File: src/rtl/surf_cout_pkg.sv
// surf_cout_pkg
//   Shared types and constants for the SURF COUT training-capture block:
//   the per-lane lock state encoding and the default training word.
package surf_cout_pkg;

   // Training word seen on every COUT lane while the SURF is in training mode.
   localparam logic [31:0] TRAIN_PATTERN_DEF = 32'hA55A6996;

   typedef enum logic [1:0] {
      LS_UNLOCKED = 2'd0,
      LS_CHECKING = 2'd1,
      LS_LOCKED   = 2'd2
   } lock_state_e;

endpackage

File: src/rtl/surf_cout_lane_check.sv
// surf_cout_lane_check
//   One COUT lane: assembles frames from NIB-bit beats, compares each
//   complete frame with the training word, runs the lock FSM and keeps a
//   saturating mismatch counter.
// Ports:
//   sysclk_i, rst_i  clock, synchronous active-high reset
//   beat_i           this lane's NIB-bit beat for the current cycle
//   done_i           current beat is the last of a valid (aligned) frame
//   enable_i         pattern check enable for this lane
//   clr_err_i        zero the error counter
//   word_o           full frame word, valid while done_i is high
//   biterr_o         one-cycle mismatch pulse, one cycle after done_i
//   locked_o         high while in LOCKED
//   errcnt_o         saturating mismatch count
module surf_cout_lane_check
   import surf_cout_pkg::*;
#(
   parameter int                      NIB           = 4,
   parameter int                      NBEATS        = 8,
   parameter logic [NIB*NBEATS-1:0]   TRAIN_PATTERN = TRAIN_PATTERN_DEF,
   parameter int                      LOCK_CNT      = 4,
   parameter int                      ERRCNT_W      = 16
) (
   input  logic                       sysclk_i,
   input  logic                       rst_i,
   input  logic [NIB-1:0]             beat_i,
   input  logic                       done_i,
   input  logic                       enable_i,
   input  logic                       clr_err_i,
   output logic [NIB*NBEATS-1:0]      word_o,
   output logic                       biterr_o,
   output logic                       locked_o,
   output logic [ERRCNT_W-1:0]        errcnt_o
);

   localparam int FW = NIB * NBEATS;
   localparam int GW = $clog2(LOCK_CNT + 1);

   logic [FW-1:0]       sr_q;
   logic                biterr_q;
   logic [ERRCNT_W-1:0] errcnt_q, errcnt_d;
   logic [GW-1:0]       good_q, good_d;
   lock_state_e         state_q, state_d;
   logic                bad, good;

   // The current beat completes the word, so the compare sees the frame in
   // the completion cycle and the result registers one cycle later.
   assign word_o = {sr_q[FW-NIB-1:0], beat_i};
   assign bad    = done_i & enable_i & (word_o != TRAIN_PATTERN);
   assign good   = done_i & enable_i & (word_o == TRAIN_PATTERN);

   always_comb begin
      state_d = state_q;
      good_d  = good_q;
      if (!enable_i) begin
         state_d = LS_UNLOCKED;
         good_d  = '0;
      end else begin
         unique case (state_q)
            LS_UNLOCKED: begin
               state_d = LS_CHECKING;
               good_d  = '0;
            end
            LS_CHECKING: begin
               if (bad) begin
                  good_d = '0;
               end else if (good) begin
                  if (good_q == GW'(LOCK_CNT - 1)) begin
                     state_d = LS_LOCKED;
                     good_d  = '0;
                  end else begin
                     good_d = good_q + 1'b1;
                  end
               end
            end
            LS_LOCKED: begin
               if (bad) state_d = LS_UNLOCKED;
            end
            default: state_d = LS_UNLOCKED;
         endcase
      end
   end

   // Clear takes priority over an increment in the same cycle.
   always_comb begin
      errcnt_d = errcnt_q;
      if (clr_err_i)                  errcnt_d = '0;
      else if (bad && errcnt_q != '1) errcnt_d = errcnt_q + 1'b1;
   end

   always_ff @(posedge sysclk_i) begin
      if (rst_i) begin
         sr_q     <= '0;
         biterr_q <= 1'b0;
         errcnt_q <= '0;
         good_q   <= '0;
         state_q  <= LS_UNLOCKED;
      end else begin
         sr_q     <= word_o;
         biterr_q <= bad;
         errcnt_q <= errcnt_d;
         good_q   <= good_d;
         state_q  <= state_d;
      end
   end

   assign biterr_o = biterr_q;
   assign locked_o = (state_q == LS_LOCKED);
   assign errcnt_o = errcnt_q;

endmodule

File: src/rtl/surf_cout_train_capture.sv
// surf_cout_train_capture
//   Frames the deserialized SURF COUT lanes with a shared beat counter,
//   checks every lane against the training word and provides a one-shot
//   capture of one lane's frame.
// Ports:
//   sysclk_i, rst_i  clock, synchronous active-high reset
//   sync_i           frame alignment strobe (next cycle is beat 0)
//   cout_i           NCH lanes of NIB-bit beats, lane c at [c*NIB +: NIB]
//   enable_i         per-lane check enable
//   capture_i        arm a one-shot capture
//   sel_i            lane for capture and error-count readout
//   clr_err_i        clear all error counters
//   data_o, valid_o  captured frame and its one-cycle strobe
//   locked_o         per-lane lock status
//   biterr_o         per-lane mismatch pulse
//   errcnt_o         error count of lane sel_i (one-cycle latency)
module surf_cout_train_capture
   import surf_cout_pkg::*;
#(
   parameter int                      NCH           = 7,
   parameter int                      NIB           = 4,
   parameter int                      NBEATS        = 8,
   parameter logic [NIB*NBEATS-1:0]   TRAIN_PATTERN = TRAIN_PATTERN_DEF,
   parameter int                      LOCK_CNT      = 4,
   parameter int                      ERRCNT_W      = 16
) (
   input  logic                       sysclk_i,
   input  logic                       rst_i,
   input  logic                       sync_i,
   input  logic [NCH*NIB-1:0]         cout_i,
   input  logic [NCH-1:0]             enable_i,
   input  logic                       capture_i,
   input  logic [$clog2(NCH)-1:0]     sel_i,
   input  logic                       clr_err_i,
   output logic [NIB*NBEATS-1:0]      data_o,
   output logic                       valid_o,
   output logic [NCH-1:0]             locked_o,
   output logic [NCH-1:0]             biterr_o,
   output logic [ERRCNT_W-1:0]        errcnt_o
);

   localparam int FW = NIB * NBEATS;
   localparam int BW = $clog2(NBEATS);
   localparam int SW = $clog2(NCH);

   logic [BW-1:0]       beat_q, beat_d;
   logic                synced_q, synced_d;
   logic                armed_q, armed_d;
   logic [FW-1:0]       data_q, data_d;
   logic                valid_q, valid_d;
   logic [ERRCNT_W-1:0] errcnt_q;
   logic                done;

   logic [NCH-1:0][FW-1:0]       lane_word;
   logic [NCH-1:0][ERRCNT_W-1:0] lane_cnt;
   logic [FW-1:0]                sel_word;
   logic [ERRCNT_W-1:0]          sel_cnt;

   // Frames only count once a sync has aligned the counter. A sync mid-frame
   // restarts the count, so the interrupted frame never reaches its last beat.
   assign done = synced_q && (beat_q == BW'(NBEATS - 1));

   for (genvar g = 0; g < NCH; g++) begin : g_lane
      surf_cout_lane_check #(
         .NIB           (NIB),
         .NBEATS        (NBEATS),
         .TRAIN_PATTERN (TRAIN_PATTERN),
         .LOCK_CNT      (LOCK_CNT),
         .ERRCNT_W      (ERRCNT_W)
      ) u_lane (
         .sysclk_i  (sysclk_i),
         .rst_i     (rst_i),
         .beat_i    (cout_i[g*NIB +: NIB]),
         .done_i    (done),
         .enable_i  (enable_i[g]),
         .clr_err_i (clr_err_i),
         .word_o    (lane_word[g]),
         .biterr_o  (biterr_o[g]),
         .locked_o  (locked_o[g]),
         .errcnt_o  (lane_cnt[g])
      );
   end

   // Out-of-range selects read as zero.
   always_comb begin
      sel_word = '0;
      sel_cnt  = '0;
      for (int i = 0; i < NCH; i++) begin
         if (sel_i == SW'(i)) begin
            sel_word = lane_word[i];
            sel_cnt  = lane_cnt[i];
         end
      end
   end

   always_comb begin
      beat_d   = (sync_i || beat_q == BW'(NBEATS - 1)) ? '0 : beat_q + 1'b1;
      synced_d = synced_q | sync_i;
      armed_d  = armed_q;
      data_d   = data_q;
      valid_d  = 1'b0;
      // An armed capture takes the frame completing now; a capture request
      // arriving on that same cycle (or any time while armed) is dropped,
      // while one arriving unarmed on a completion cycle waits for the next.
      if (armed_q && done) begin
         data_d  = sel_word;
         valid_d = 1'b1;
         armed_d = 1'b0;
      end else if (!armed_q && capture_i) begin
         armed_d = 1'b1;
      end
   end

   always_ff @(posedge sysclk_i) begin
      if (rst_i) begin
         beat_q   <= '0;
         synced_q <= 1'b0;
         armed_q  <= 1'b0;
         data_q   <= '0;
         valid_q  <= 1'b0;
         errcnt_q <= '0;
      end else begin
         beat_q   <= beat_d;
         synced_q <= synced_d;
         armed_q  <= armed_d;
         data_q   <= data_d;
         valid_q  <= valid_d;
         errcnt_q <= sel_cnt;
      end
   end

   assign data_o   = data_q;
   assign valid_o  = valid_q;
   assign errcnt_o = errcnt_q;

endmodule

File: config.mk
export PLATFORM = sky130hd
export DESIGN_NAME = surf_cout_train_capture
export DESIGN_NICKNAME = d
export VERILOG_FILES = /design/src/rtl/surf_cout_pkg.sv /design/src/rtl/surf_cout_lane_check.sv /design/src/rtl/surf_cout_train_capture.sv
export SDC_FILE = /design/constraint.sdc
export NUM_CORES = 1
export LEC_CHECK = 0
export ABC_AREA = 1
export CORE_MARGIN = 4
export CORE_UTILIZATION = 40
export CTS_BUF_LIST = sky130_fd_sc_hd__clkbuf_8
export DETAILED_ROUTE_END_ITERATION = 7
export REMOVE_ABC_BUFFERS = 1
export SLEW_MARGIN = 10
export SYNTH_ARGS = -nofsm -noshare
export SYNTH_HDL_FRONTEND = slang
export SYNTH_SLANG_ARGS = --single-unit
File: constraint.sdc
create_clock -name sysclk_i -period 3.6 [get_ports sysclk_i]
set_input_delay 0.36 -clock sysclk_i [delete_from_list [all_inputs] [get_ports sysclk_i]]
set_output_delay 0.36 -clock sysclk_i [all_outputs]
set_load 0.02 [all_outputs]
== Word-level counts from Yosys, hierarchy flattened ==
Cells that the tools add are included.
Word-level totals
  register bits: 404
  bits in latches: 0
  memory bits (writable): 0
  bits in read-only memories: 0
  input port bits: 43
  output and inout bits: 63
  word-level logic and storage cells: 298
  memories: 0
Operators by class
  $add $sub $neg: 15
  multiply operators: 0
  divide/modulo/power cells: 0
  magnitude comparators: 0
  eq/ne operators: 84
  shift-type cells: 0
  mux-type cells: 78
  bitwise operators: 29
  reduce and logical (&&, ||, !) cells: 51
Operators by type and width (number)
  == test 32 bit, second input constant: 7
  two-way mux 32 bit: 7
  != test 32 bit, second input constant: 7
  adder 16 x 1 -> 16 bit, second input constant: 7
  two-way mux 16 bit: 7
  != test 16 bit, second input constant: 7
  two-way mux 3 bit: 21
  two-way mux 2 bit: 28
  one-hot mux 2 bit (3 select lines): 7
  one-hot mux 3 bit (2 select lines): 7
  != test 2 x 1 -> 1 bit, second input constant: 14
  != test 2 bit, second input constant: 14
  AND reduction 4 bit: 7
  == test 3 x 2 -> 1 bit, second input constant: 9
  adder 3 x 1 -> 3 bit, second input constant: 8
  AND 1 bit: 21
  != test 3 x 1 -> 1 bit, second input constant: 7
  OR reduction 2 bit: 10
  == test 2 x 1 -> 1 bit, second input constant: 7
  == test 2 bit, second input constant: 7
  logical NOT 2 bit: 7
  AND reduction 2 bit: 7
  nonzero test 2 bit: 7
  == test 3 bit, second input constant: 4
  other kinds (8): 23

== Depth between registers and ports, before layout ==
  word-level depth: 8
  mapped depth: 12
  gate-level depth less buffers: 12

== Hierarchy ==
Synthesis repeated with hierarchy kept, for this count alone.
Unflattened totals
  cell total of the unflattened synthesis: 3290
  area, all modules: 21240.4 µm²
By module, submodules not included
  surf_cout_lane_check at g_lane[0].u_lane ...: times used 6, cells an instance 334, area an instance 2303.5 µm², sequential area each 1001.0 µm²
  surf_cout_train_capture: times used 1, cells an instance 950, area an instance 5111.2 µm², sequential area each 1081.0 µm²
  surf_cout_lane_check at g_lane[6].u_lane: times used 1, cells an instance 336, area an instance 2308.5 µm², sequential area each 1001.0 µm²

== Worst setup path before layout ==
Ideal clock, no wire load.
  path type: reg2reg
  from: reg beat_q[0]
  to: reg g_lane[1].u_lane.errcnt_q[12]
  setup time: 128 ps
  data arrival time: 1496 ps
  required time: 3472 ps
  slack: 1976 ps
  cell stages (with the launch flop): 11
  path buffers: 1
  period minus slack after synthesis: 1624 ps
  path through: dfxtp_1 ha_1 ha_1 nand2_2 nor2_1 buf_2 inv_2 nor2_4 nand3_1 nand2_1 nor2_1
On the way
  word-level cells in the longest chain between the ends: 5
Ends and longest elaborated chain
  start, declared: line surf_cout_train_capture.sv:46  | logic [BW-1:0] beat_q, beat_d;
  start signal, assigned: line surf_cout_train_capture.sv:123  | beat_q <= beat_d;
  == test 3 bit: line surf_cout_train_capture.sv:61  | assign done = synced_q && (beat_q == BW'(NBEATS - 1));
  logical AND 1 bit: line surf_cout_train_capture.sv:61
  AND 1 bit (2 in a row): line surf_cout_lane_check.sv:49  | assign bad = done_i & enable_i & (word_o != TRAIN_PATTERN);
  logical AND 1 bit: line surf_cout_lane_check.sv:88  | else if (bad && errcnt_q != '1) errcnt_d = errcnt_q + 1'b1;
  end signal, assigned: line surf_cout_lane_check.sv:101  | errcnt_q <= errcnt_d;
  end, declared: line surf_cout_lane_check.sv:41  | logic [ERRCNT_W-1:0] errcnt_q, errcnt_d;
Every way passes these cells.
A chain may end at the register's enable or synchronous reset.

== Worst setup path in the final report ==
  from: reg beat_q[0]
  to: reg g_lane[1].u_lane.errcnt_q[9]
The elaborated chain is that of the path after synthesis.

==> impl_metrics.ini <==
[logic_synthesis]
seq_area_frac_synth = 0.399
synth.avg_cell_area_um2 = 6.49
synthesis.instances = 3123
synth_edf_count = 0
synthArstFlopShare = 0
yosys.cell_types.count = 35
synth_flop_cell = dfxtp_1
yosysWarnings = 0
ys_ff_latch = 404
syn-cell-area_um2 = 20300

[timing]
slew_viol_final = 0
finalSetupViolCount = 0
relSlewSlack = 0.464
clock.fmax_ghz = 0.391
clock-skew-final_ns = 0.0232
fin_hold_ws_ns = 0.165
fin_setup_tns_ns = 0
timing.final.crit_share = 0.710
fin_crit_ns = 2.56
hold_viol = 0
worst_pin_slew_ns = 0.801
rsz0062_at_grt = no

[status]
status = complete, no violations

[grt]
grtUsageMet1 = 0.295
top_usage_layer = met2
gr-usage-met3 = 0.0410
grt_pass1_wl_mm = 96.6
grt_pass1_vias = 18488
antenna_found_initial = 1
met2_usage = 0.353
grt_max_degree = 111
overflow = 0
grtUsageTotal = 0.220

[clocking]
cts.clk_slew.worst_paths_ns = 0.06
clock_sinks = 404
cts_root_buf = clkbuf_8
cts_buffers = 74
ctsLongestPathBuffers = 3
clk_latency_ns = 0.65
postCtsSetupBuffers = 0
postCtsHoldBufs = 0
cts_tree = yes
cts_resized = 0
h-tree-depth = 3

[floorplanning]
die_y_um = 233
top_level_ports = 106
core_area_um2 = 50200
die-area_um2 = 54400
die_w_um = 233
std_cell_rows = 82
start_util = 0.404

[final_layout]
drive_above_1_share = 0.0588
area_delta_synth_final_pct = 14.0
fin_nets = 3255

[worst_setup_path]
arrival_ns = 3.05
cp_slowest_cell = nor2_1
endpoint_kind = flop
critPathTopFamily = simple AND/OR/NAND/NOR gates
cp_num_buf_inv = 0
critPathLaunchType = flop
cp_common_cell = ha_1
critical_path_class = flop to flop
crit_fanout = 15
crit_chain = ha_1, ha_1, nand2_2, nor2_1, nand3_2, nand2_1, a21oi_1
cp.required_ns = 4.10
max_stage_delay_ns = 0.73

[detailed_routing]
first_pass_iters = 6
drtIter0Drc = 1632
route.detailed.drc = 0
wl_mm = 60.1
vias_per_cell = 4.96
num_vias = 19419
ant_nets = 0
wire_per_inst_um = 15.3

[power_and_ir_drop]
leakage_nw = 9.30
irDropWorstVdd_mv = 0.294
power_density_nw_per_um2 = 401

[placed_design]
port-buffer-count = 105
hpwl_mm = 44.3
routabilityCongestion = 0.911

[run]
cap_viol_max_count = 0

[min_path]
hold_class = input pin to flop
-- synthesized netlist by cell type, types with 5 or more instances --
| master | n | share of area |
|---|---|---|
| a21oi_1 | 172 | 0.042 |
| buf_2 | 38 | 0.0094 |
| buf_4 | 20 | 0.0074 |
| buf_6 | 7 | 0.0039 |
| clkbuf_1 | 56 | 0.010 |
| dfxtp_1 | 404 | 0.40 |
| ha_1 | 16 | 0.0099 |
| inv_1 | 486 | 0.090 |
| nand2_1 | 762 | 0.14 |
| nand2_2 | 6 | 0.0019 |
| nand3_1 | 167 | 0.041 |
| nand3_2 | 10 | 0.0049 |
| nand4_1 | 108 | 0.033 |
| nand4_4 | 6 | 0.0063 |
| nor2_1 | 616 | 0.11 |
| nor2_2 | 13 | 0.0040 |
| nor2_4 | 15 | 0.0083 |
| nor3_1 | 6 | 0.0015 |
| nor3_2 | 5 | 0.0025 |
| o21ai_0 | 79 | 0.020 |
| o22ai_1 | 47 | 0.015 |
| xnor2_1 | 7 | 0.0030 |
| xor2_1 | 46 | 0.020 |
-- path summary, 6_finish.rpt --
path	start	endpoint	slack [ns]	cells past startpoint
worst max-delay path	beat_q[0]$_SDFF_PP0_	g_lane[1].u_lane.errcnt_o[9]$_SDFFE_PP0P_	1.04	7
worst min-delay path	rst_i	g_lane[4].u_lane.sr_q[1]$_SDFF_PP0_	0.17	2
worst max register to register	beat_q[0]$_SDFF_PP0_	g_lane[1].u_lane.errcnt_o[9]$_SDFFE_PP0P_	1.04	7
worst min register to register	beat_q[0]$_SDFF_PP0_	beat_q[0]$_SDFF_PP0_	0.42	1
-- cell type report --
class | instances | area, um2
tap | 672 | 841
inverter | 490 | 1840
clock buffer | 87 | 1200
clock inverter | 39 | 211
timing repair buffer | 121 | 1210
fill | 5143 | 27100
sequential | 404 | 8090
antenna | 1 | 2.50
multi-input combinational | 2105 | 9730
-- cell families after synthesis --
family	synth area share
simple gates	0.366
buf+inv	0.122
flops	0.399
compound gates	0.0796
xor+xnor	0.0229
fa+ha+maj	0.00987
-- where the power goes --
part	leakage (nW)	switching (W)	internal, W
registers	3.27	0.0000403	0.00454
clock network	0.803	0.00199	0.00226
logic	5.23	0.000298	0.000141
total	9.30	0.00233	0.00694
-- per-layer routing --
layer  vias up  wire length (um)
li1       9841                 -
met1      8904             27400
met3       124              3510
met5         -                 0
met2       550             27200
met4         0              2060
-- registers in the layout, indices dropped and copies added, names as in the netlist --
name and count:
synced_q 1, g_lane.u_lane.errcnt_o 112, beat_q 3, valid_o 1, errcnt_o 16, g_lane.u_lane.state_q 14, g_lane.u_lane.good_q 21, g_lane.u_lane.sr_q 196
g_lane.u_lane.biterr_o 7, armed_q 1, data_o 32
-- stage by stage --
stage	total power [W]	setup slack [ns]	cells	area (um2)	util
final	0.00927	1.04	3919	23100	0.461
after CTS	0.00937	0.966	3918	23100	0.461
after global placement	0.00510	0.920	3792	21700	0.433
after detailed placement	0.00511	0.839	3792	21700	0.433
after global routing	0.00965	0.826	3919	23100	0.461
after floorplan	0.00489	1.32	2999	19600	-
-- layout by cell type, fill, tap and decap left out, drive strengths merged, types with 5 or more instances in the layout --
cell,count
clkdlybuf4s50,104
clkbuf,87
nand3,180
nand4,114
clkinvlp,5
xnor2,7
o21ai,79
nand2,768
clkinv,8
dfxtp,404
ha,16
a21oi,176
buf,17
inv,515
o22ai,47
xor2,46
nor2,644
nor3,12
Note: power is estimated with default switching activity, not from simulation.
